<file path="config.mk">
export PLATFORM = sky130hd
export DESIGN_NAME = rf_wb_sequencer_flat
export DESIGN_NICKNAME = d
export VERILOG_FILES = /design/src/rtl/rf_wb_sequencer_if.sv /design/src/rtl/rf_wb_sequencer.sv /design/src/flat_wrapper.sv
export SDC_FILE = /design/constraint.sdc
export NUM_CORES = 1
export LEC_CHECK = 0
export ABC_CLOCK_PERIOD_IN_PS = 4180
export BUFFER_PORTS_ARGS = -buffer_cell sky130_fd_sc_hd__buf_2
export CORE_ASPECT_RATIO = 0.7
export CORE_MARGIN = 1
export CORE_UTILIZATION = 43
export CTS_CLUSTER_DIAMETER = 150
export DETAILED_ROUTE_END_ITERATION = 16
export HOLD_SLACK_MARGIN = 0.08
export PLACE_DENSITY_LB_ADDON = 0.2
export RECOVER_POWER = 25
export SLEW_MARGIN = 20
export SYNTH_ARGS = -nofsm -noshare
export SYNTH_HDL_FRONTEND = slang
export SYNTH_SLANG_ARGS = --single-unit
</file>
<file path="constraint.sdc">
create_clock -name clk -period 4.18 [get_ports clk]
set_input_delay 0.209 -clock clk [delete_from_list [all_inputs] [get_ports clk]]
set_output_delay 0.209 -clock clk [all_outputs]
set_load 0.02 [all_outputs]
</file>
<file path="src/rtl/rf_wb_sequencer_if.sv">
// Write-back sequencer bus.
// Groups the request handshake, the memory-read handshake, the register-file
// write port and the debug status outputs of rf_wb_sequencer.
//   slave  : the sequencer side (takes requests, drives the register file)
//   master : the decode/control + memory side (issues requests, returns data)
// rf_mux_src_t encoding used on req_src / rf_mux_src:
//   0 = RF_MUX_IMM, 1 = RF_MUX_ALU, 2 = RF_MUX_MEM, 3 = RF_MUX_R0
interface rf_wb_sequencer_if #(
  parameter int REG_ADDR_W = 3,
  parameter int CNT_W      = 16
);
  logic                  req_valid;
  logic                  req_ready;
  logic [1:0]            req_src;
  logic [REG_ADDR_W-1:0] req_dest;
  logic                  mem_rd_req;
  logic                  mem_rd_valid;
  logic [1:0]            rf_mux_src;
  logic                  rf_write_en;
  logic [REG_ADDR_W-1:0] rf_write_addr;
  logic                  done;
  logic                  timeout_err;
  logic [CNT_W-1:0]      wb_count;

  modport slave (
    input  req_valid, req_src, req_dest, mem_rd_valid,
    output req_ready, mem_rd_req, rf_mux_src, rf_write_en, rf_write_addr,
           done, timeout_err, wb_count
  );

  modport master (
    output req_valid, req_src, req_dest, mem_rd_valid,
    input  req_ready, mem_rd_req, rf_mux_src, rf_write_en, rf_write_addr,
           done, timeout_err, wb_count
  );
endinterface

</file>
<file path="src/rtl/rf_wb_sequencer.sv">
// Write-back sequencer for the register-file input mux.
// Accepts one write-back request (source + destination), fetches memory data
// first when the source is RF_MUX_MEM, then drives rf_mux_src, rf_write_en and
// rf_write_addr for exactly one cycle and counts the completed write-back.
// Ports:
//   clk   : system clock, rising edge
//   n_rst : asynchronous active-low reset
//   bus   : rf_wb_sequencer_if.slave (request, memory handshake, RF write
//           port, done / timeout_err pulses, wb_count)
// All bus outputs are registered.
module rf_wb_sequencer #(
  parameter int REG_ADDR_W  = 3,
  parameter int MEM_TIMEOUT = 15,
  parameter int CNT_W       = 16
) (
  input  logic                clk,
  input  logic                n_rst,
  rf_wb_sequencer_if.slave    bus
);

  localparam logic [1:0] RF_MUX_IMM = 2'd0;
  localparam logic [1:0] RF_MUX_MEM = 2'd2;

  // Timer must be able to hold MEM_TIMEOUT-1.
  localparam int TW = (MEM_TIMEOUT > 1) ? $clog2(MEM_TIMEOUT) : 1;
  localparam logic [TW-1:0] TIMER_LAST = TW'(MEM_TIMEOUT - 1);

  typedef enum logic [1:0] {
    S_IDLE,
    S_MEM_WAIT,
    S_WRITE
  } state_t;

  state_t                r_state;
  logic [TW-1:0]         r_timer;
  logic [REG_ADDR_W-1:0] r_dest;
  logic                  r_req_ready;
  logic                  r_mem_rd_req;
  logic [1:0]            r_rf_mux_src;
  logic                  r_rf_write_en;
  logic [REG_ADDR_W-1:0] r_rf_write_addr;
  logic                  r_done;
  logic                  r_timeout_err;
  logic [CNT_W-1:0]      r_wb_count;

  logic w_accept;
  assign w_accept = bus.req_valid && r_req_ready;

  always_ff @(posedge clk or negedge n_rst) begin
    if (!n_rst) begin
      r_state         <= S_IDLE;
      r_timer         <= '0;
      r_dest          <= '0;
      r_req_ready     <= 1'b1;
      r_mem_rd_req    <= 1'b0;
      r_rf_mux_src    <= RF_MUX_IMM;
      r_rf_write_en   <= 1'b0;
      r_rf_write_addr <= '0;
      r_done          <= 1'b0;
      r_timeout_err   <= 1'b0;
      r_wb_count      <= '0;
    end else begin
      // Strobes default low; only the transitions below raise them.
      r_mem_rd_req  <= 1'b0;
      r_rf_write_en <= 1'b0;
      r_done        <= 1'b0;
      r_timeout_err <= 1'b0;
      case (r_state)
        // WRITE lasts one cycle and accepts like IDLE so that non-MEM
        // requests stream at one write-back per cycle.
        S_IDLE, S_WRITE: begin
          if (w_accept) begin
            r_dest <= bus.req_dest;
            if (bus.req_src == RF_MUX_MEM) begin
              r_mem_rd_req <= 1'b1;
              r_timer      <= '0;
              r_req_ready  <= 1'b0;
              r_state      <= S_MEM_WAIT;
            end else begin
              r_rf_mux_src    <= bus.req_src;
              r_rf_write_addr <= bus.req_dest;
              r_rf_write_en   <= 1'b1;
              r_done          <= 1'b1;
              r_wb_count      <= r_wb_count + CNT_W'(1);
              r_req_ready     <= 1'b1;
              r_state         <= S_WRITE;
            end
          end else begin
            r_req_ready <= 1'b1;
            r_state     <= S_IDLE;
          end
        end
        S_MEM_WAIT: begin
          // Data arriving on the last allowed cycle still wins over the abort.
          if (bus.mem_rd_valid) begin
            r_rf_mux_src    <= RF_MUX_MEM;
            r_rf_write_addr <= r_dest;
            r_rf_write_en   <= 1'b1;
            r_done          <= 1'b1;
            r_wb_count      <= r_wb_count + CNT_W'(1);
            r_req_ready     <= 1'b1;
            r_state         <= S_WRITE;
          end else if (r_timer == TIMER_LAST) begin
            r_timeout_err <= 1'b1;
            r_req_ready   <= 1'b1;
            r_state       <= S_IDLE;
          end else begin
            r_timer <= r_timer + TW'(1);
          end
        end
        default: begin
          r_req_ready <= 1'b1;
          r_state     <= S_IDLE;
        end
      endcase
    end
  end

  assign bus.req_ready     = r_req_ready;
  assign bus.mem_rd_req    = r_mem_rd_req;
  assign bus.rf_mux_src    = r_rf_mux_src;
  assign bus.rf_write_en   = r_rf_write_en;
  assign bus.rf_write_addr = r_rf_write_addr;
  assign bus.done          = r_done;
  assign bus.timeout_err   = r_timeout_err;
  assign bus.wb_count      = r_wb_count;

endmodule

</file>
<file path="src/flat_wrapper.sv">
// flat-port wrapper written by rule: the top's interface ports become plain ports
module rf_wb_sequencer_flat 
#(
  parameter int REG_ADDR_W  = 3,
  parameter int MEM_TIMEOUT = 15,
  parameter int CNT_W       = 16
)
  (clk, n_rst, bus_req_valid, bus_req_src, bus_req_dest, bus_mem_rd_valid, bus_req_ready, bus_mem_rd_req, bus_rf_mux_src, bus_rf_write_en, bus_rf_write_addr, bus_done, bus_timeout_err, bus_wb_count);
  rf_wb_sequencer_if #(.REG_ADDR_W(REG_ADDR_W), .CNT_W(CNT_W)) bus_i ();
  input  logic clk;
  input  logic n_rst;
  input wire logic [$bits(bus_i.req_valid)-1:0] bus_req_valid;
  input wire logic [$bits(bus_i.req_src)-1:0] bus_req_src;
  input wire logic [$bits(bus_i.req_dest)-1:0] bus_req_dest;
  input wire logic [$bits(bus_i.mem_rd_valid)-1:0] bus_mem_rd_valid;
  output wire logic [$bits(bus_i.req_ready)-1:0] bus_req_ready;
  output wire logic [$bits(bus_i.mem_rd_req)-1:0] bus_mem_rd_req;
  output wire logic [$bits(bus_i.rf_mux_src)-1:0] bus_rf_mux_src;
  output wire logic [$bits(bus_i.rf_write_en)-1:0] bus_rf_write_en;
  output wire logic [$bits(bus_i.rf_write_addr)-1:0] bus_rf_write_addr;
  output wire logic [$bits(bus_i.done)-1:0] bus_done;
  output wire logic [$bits(bus_i.timeout_err)-1:0] bus_timeout_err;
  output wire logic [$bits(bus_i.wb_count)-1:0] bus_wb_count;
  assign bus_i.req_valid = bus_req_valid;
  assign bus_i.req_src = bus_req_src;
  assign bus_i.req_dest = bus_req_dest;
  assign bus_i.mem_rd_valid = bus_mem_rd_valid;
  assign bus_req_ready = bus_i.req_ready;
  assign bus_mem_rd_req = bus_i.mem_rd_req;
  assign bus_rf_mux_src = bus_i.rf_mux_src;
  assign bus_rf_write_en = bus_i.rf_write_en;
  assign bus_rf_write_addr = bus_i.rf_write_addr;
  assign bus_done = bus_i.done;
  assign bus_timeout_err = bus_i.timeout_err;
  assign bus_wb_count = bus_i.wb_count;
  rf_wb_sequencer #(.REG_ADDR_W(REG_ADDR_W), .MEM_TIMEOUT(MEM_TIMEOUT), .CNT_W(CNT_W)) u_core (.clk(clk), .n_rst(n_rst), .bus(bus_i));
endmodule
</file>
Word-level counts from Yosys, hierarchy flattened

Cells that the tools add are included.

Register bits: 34
Bits of input ports: 9
Word-level logic and storage cells: 66

$add $sub $neg: 2
Eq/ne operators: 11
Muxes and demuxes: 36
Reduce and logical (&&, ||, !) cells: 7

Operator list:

| cell                  | count |
|---|---|
| $mux 16               | 3 |
| $pmux 16 s2           | 1 |
| $add 16x1->16 const B | 1 |
| $mux 4                | 4 |
| $mux 2                | 7 |
| $mux 1                | 12 |
| $mux 3                | 3 |
| $ne 2x2->1 const B    | 4 |
| $pmux 2 s2            | 2 |
| $pmux 4 s2            | 1 |
| $pmux 3 s2            | 1 |
| $reduce_and 5->1      | 1 |
| $add 4x1->4 const B   | 1 |
| $eq 2x2->1 const B    | 2 |
| $eq 4x4->1 const B    | 1 |
| $ne 2x1->1 const B    | 2 |
| $pmux 1 s2            | 2 |
| $reduce_and 4->1      | 1 |
| $ne 3x2->1 const B    | 1 |
| $eq 2x1->1 const B    | 1 |
| $logic_not 2->1       | 1 |
| $reduce_and 2->1      | 1 |
| $reduce_bool 2->1     | 1 |
| $reduce_or 2->1       | 1 |
| $logic_and 1x1->1     | 1 |

Logic depth before layout (Yosys ltp)

Word-level depth: 4
Gate-level depth with buffers: 7
Mapped depth without buffers: 6

Worst setup path before layout

Ideal clock, no wire load.

Kind: reg-to-reg
Start point: register u_core.r_req_ready, in the netlist u_core.bus.req_ready
End point: register u_core.r_wb_count[7], in the netlist u_core.bus.wb_count[7]
Setup time: 0.080 ns
Arrival time: 1.509 ns
Data required time: 4.100 ns
Setup slack: 2.591 ns
Stages on the path, launching flop included: 7
Cells stage by stage: dfstp_2 -> and3b_1 -> buf_2 -> a22oi_4 -> buf_6 -> nor3_1 -> xor2_1

Longest elaborated chain between the ends: 3

RTL lines:

| item                              | line                   | source |
|---|---|---|
| start: declaration                | rf_wb_sequencer.sv:37  | `logic r_req_ready;` |
| start signal: assignment          | rf_wb_sequencer.sv:54  | `r_req_ready <= 1'b1;` |
| start signal: assignment          | rf_wb_sequencer.sv:77  | `r_req_ready <= 1'b0;` |
| start signal: assignment          | rf_wb_sequencer.sv:85  | `r_req_ready <= 1'b1;` |
| $logic_and 1x1->1                 | rf_wb_sequencer.sv:47  | `assign w_accept = bus.req_valid && r_req_ready;` |
| $ne 2x1->1 (no source line)       | --                     |  |
| $reduce_and 4->1 (no source line) | --                     |  |
| end signal: assignment            | rf_wb_sequencer.sv:84  | `r_wb_count <= r_wb_count + CNT_W'(1);` |
| end signal: assignment            | rf_wb_sequencer.sv:100 | `r_wb_count <= r_wb_count + CNT_W'(1);` |
| end: declaration                  | rf_wb_sequencer.sv:44  | `logic [CNT_W-1:0] r_wb_count;` |

No other way between the ends.
A chain may end at the register's enable or synchronous reset.

==> run metrics <==
Total GRT Usage=0.1764; post-synthesis simple-gate area fraction=0.2351; layout cells sized above 1=0.1667; switching pwr=0.3156 mW; initial antenna violation count=0; Routed met3 length=approximately 200 µm; Clock Sinks=34; post-route setup TNS=0 ns; Sw Share=0.3491; Leak Pwr=0.9313 nW; Crit-path slowest cell=clkbuf_1; slew at the pin closest to its max-slew limit=1.733 ns; Flop pwr share=0.486; Synth Cell Area=0.001533 mm²; Area Growth Syn to Fin=17.80%; Required @ worst endpoint=4.24 ns; met2 wire length=1.339 mm; I/O Buffers=34; first-pass GRT wire length=approximately 4.9 mm; reg-to-reg endpoint=u_core.bus.wb_count[15]$_DFFE_PN0P_; pwr dens=500.8 mW/mm²; clock transition at the registers of the reported paths=~0.060 ns; Hold WC Path Type=input pin to register; global route overflow=0; CTS tree=built; H-tree depth=2; Worst Skew=0.007877 ns; failing checks=max-capacitance violations, max-slew violations; Final setup viols=0; Gate power share=0.244; critical path depth=2; NumNets Final=about 190; Max-Cap Viols=1; Final min period=1.937 ns; status=complete, but fails checks; Top Layer Used=met4; critical path buffer and inverter count=2; Antenna diodes=0; post-CTS setup buffer count=0; drt total wl=2.954 mm; combinational family with the most area after synthesis=simple AND/OR/NAND/NOR gates; clk buf depth=2; fin. max-slew vios=35; Post-Synth XOR/XNOR Area=0.09143; total number of vias=1150; crit path kind=input pin to async pin; Die Wd=between 70 and 80 µm; Max Fanout on Critical Path=34; R2R setup slack=2.44 ns; hold depth=3; io pins=35; syn avg cell area=around 11 µm²; CTS Hold Bufs=1; Routed Antenna Nets=0; fillers=309; #FFs+latches synth=34; Starting DRT DRC Count=64; clk root buf=clkbuf_8; Synth Net Count=roughly 150; largest net degree at the start of global routing=35; hpwl dp=2.157 mm; CP max stage delay=1.25 ns; worst flop-to-flop path startpoint=u_core.bus.req_ready$_DFFE_PN1P_; Int Power=0.5885 mW; CORE AREA=0.003276 mm²; final hold vios=0; period utilization=0.4635; RePlAce Congestion=0.7623; critical path endpoint category=async pin; worst-skew pair later-pin latency=0.28 ns; Pre-antenna DRT Iters=4; CP startpoint=n_rst; Starting Density=0.4679; placed standard-cell area=around 0.0017 mm²; number of distinct library cells after synthesis=34; R2R cell count=4; CP arrival=2.00 ns; delay-heaviest family, CP=buffers and inverters; Rows=17; die footprint=around 0.0038 mm²; met1 WL=between 1 and 1.5 mm; number of global-route vias before repair=1097; sequential-to-total area share from yosys stat=0.5559; Ys Warns=0; DR vias/cell=5.066; area share of fa/ha/maj cells after synthesis=0.02449; CP cell instances=dlygate4sd3_1, clkbuf_1; DR WL/cell=~13 µm; Post-CTS Resized=0; Slew headroom=-0.1551; clock share of power=0.270; Synth Area in Compound Gates=0.05796; RSZ-0062 raised after global routing=no; Gate Count Post-Synth=141; Design Area, Final=0.001805 mm²; f_max=516.2 MHz; DR DRC count=0; crit path capture=u_core.bus.wb_count[7]$_DFFE_PN0P_; height of the die=51.95 µm; startpoint types=input pin; multiplexer share of the synthesized area=0; Num CTS Buffers=5; peak supply drop=0.2893 mV
through the flow:
| stage | util | setup slack, ns | std cells | hold slack, ns | total power, mW |
|---|---|---|---|---|---|
| after floorplan | - | 2.591 | 141 | -0.08659 | 0.5900 |
| final | 0.5512 | 2.243 | 227 | 0.1445 | 0.9041 |
| after global routing | 0.5512 | 1.792 | 227 | 0.1479 | 0.9515 |
| after global placement | 0.5271 | 2.569 | 218 | 0.3168 | 0.6623 |
| after detailed placement | 0.5271 | 2.454 | 218 | 0.3117 | 0.6708 |
| after CTS | 0.5581 | 2.454 | 227 | 0.1350 | 0.9167 |
kinds of logic (layout without fill, tap and decap cells):
group,count (synthesis),in the layout
AND/OR/NAND/NOR,67,67
flip-flops,34,34
XOR/XNOR,16,16
AO/OA/AOI/OAI,12,12
buffers and inverters,9,48
adder cells (fa/ha/maj),3,3
layer usage:
layer | vias up | global-route usage
met1 | 555 | 0.2346
met4 | 0 | 0.07372
met5 | - | 0
met3 | 4 | 0.05426
li1 | 549 | -
met2 | 42 | 0.2685
Yosys cell counts:
| library cell | count | area (µm²) |
|---|---|---|
| nor2_1 | 5 | 18.77 |
| inv_1 | 4 | 15.01 |
| o21bai_1 | 1 | 7.510 |
| nor3_1 | 6 | 30.03 |
| nand4_1 | 2 | 12.51 |
| buf_4 | 1 | 7.510 |
| and3b_1 | 1 | 8.760 |
| nor3b_1 | 3 | 22.52 |
| and4_4 | 1 | 11.26 |
| buf_2 | 1 | 5.000 |
| and4_1 | 1 | 8.760 |
| nand2_1 | 31 | 116.4 |
| a21o_1 | 1 | 7.510 |
| dfstp_2 | 1 | 26.28 |
| nor4_1 | 2 | 12.51 |
| a31oi_1 | 3 | 18.77 |
| nand3b_1 | 1 | 7.510 |
| or2b_1 | 1 | 7.510 |
| xnor2_1 | 4 | 35.03 |
| dfrtp_1 | 33 | 825.8 |
| a2bb2oi_1 | 1 | 8.760 |
| xor2_1 | 12 | 105.1 |
| nor4_2 | 1 | 12.51 |
| nand2_2 | 1 | 6.260 |
| a22oi_4 | 1 | 21.27 |
| inv_2 | 1 | 3.750 |
| and2b_1 | 1 | 7.510 |
| nand3_1 | 7 | 35.03 |
| nor4b_2 | 1 | 15.01 |
| o21ai_0 | 5 | 25.02 |
| nand2b_1 | 1 | 6.260 |
| buf_6 | 2 | 22.52 |
| nand4_4 | 1 | 21.27 |
| ha_1 | 3 | 37.54 |
worst min-delay path by stage:
stage / from / endpoint / slack (ns)
final: bus_req_dest[1] / u_core.r_dest[1]$_DFFE_PN0P_ / 0.14
after global routing: bus_req_dest[1] / u_core.r_dest[1]$_DFFE_PN0P_ / 0.15
after CTS: bus_req_dest[1] / u_core.r_dest[1]$_DFFE_PN0P_ / 0.13
after detailed placement: n_rst / u_core.bus.mem_rd_req$_DFF_PN0_ / 0.31
after global placement: n_rst / u_core.r_dest[1]$_DFFE_PN0P_ / 0.32
after floorplan: n_rst / u_core.bus.mem_rd_req$_DFF_PN0_ / -0.09
sequential cells by signal, summed over array words and instances (netlist names):
signal and count:
u_core.bus.rf_write_addr 3, u_core.r_timer 4, u_core.bus.req_ready 1, u_core.r_dest 3, u_core.bus.rf_write_en 1, u_core.bus.rf_mux_src 2, u_core.bus.mem_rd_req 1, u_core.r_state 2
u_core.bus.wb_count 16, u_core.bus.timeout_err 1
power by group through the flow:
stage,clock network [mW],logic [mW],registers [mW]
CTS,0.251,0.229,0.437
floorplan,0,0.104,0.486
finish,0.244,0.220,0.440
global placement,0,0.221,0.441
detailed placement,0,0.228,0.443
global route,0.262,0.243,0.446
placed cells by master (no fill, tap or decap), types with 2 or more instances in the layout:
cell and count:
ha_1 3, inv_1 4, nand2_1 31, dfrtp_1 33, nor3_1 6, clkbuf_1 19, xnor2_1 4, nor4_1 2
a31oi_1 3, o21ai_0 5, clkbuf_8 6, xor2_1 12, nor2_1 5, nand4_1 2, nand3_1 7, buf_2 16
nor3b_1 3
area by class of cell:
| class | count | area [µm²] | share of cell area |
|---|---|---|---|
| clock buffer | 7 | 86.33 | 0.04782 |
| clock inverter | 1 | 5.005 | 0.002772 |
| inverter | 5 | 18.77 | 0.01040 |
| multi-input combinational | 98 | 626.9 | 0.3472 |
| sequential | 34 | 852.1 | 0.4719 |
| tap | 47 | 58.81 | 0.03257 |
| timing repair buffer | 35 | 157.7 | 0.08732 |
Note: power is estimated with default switching activity, not from simulation.
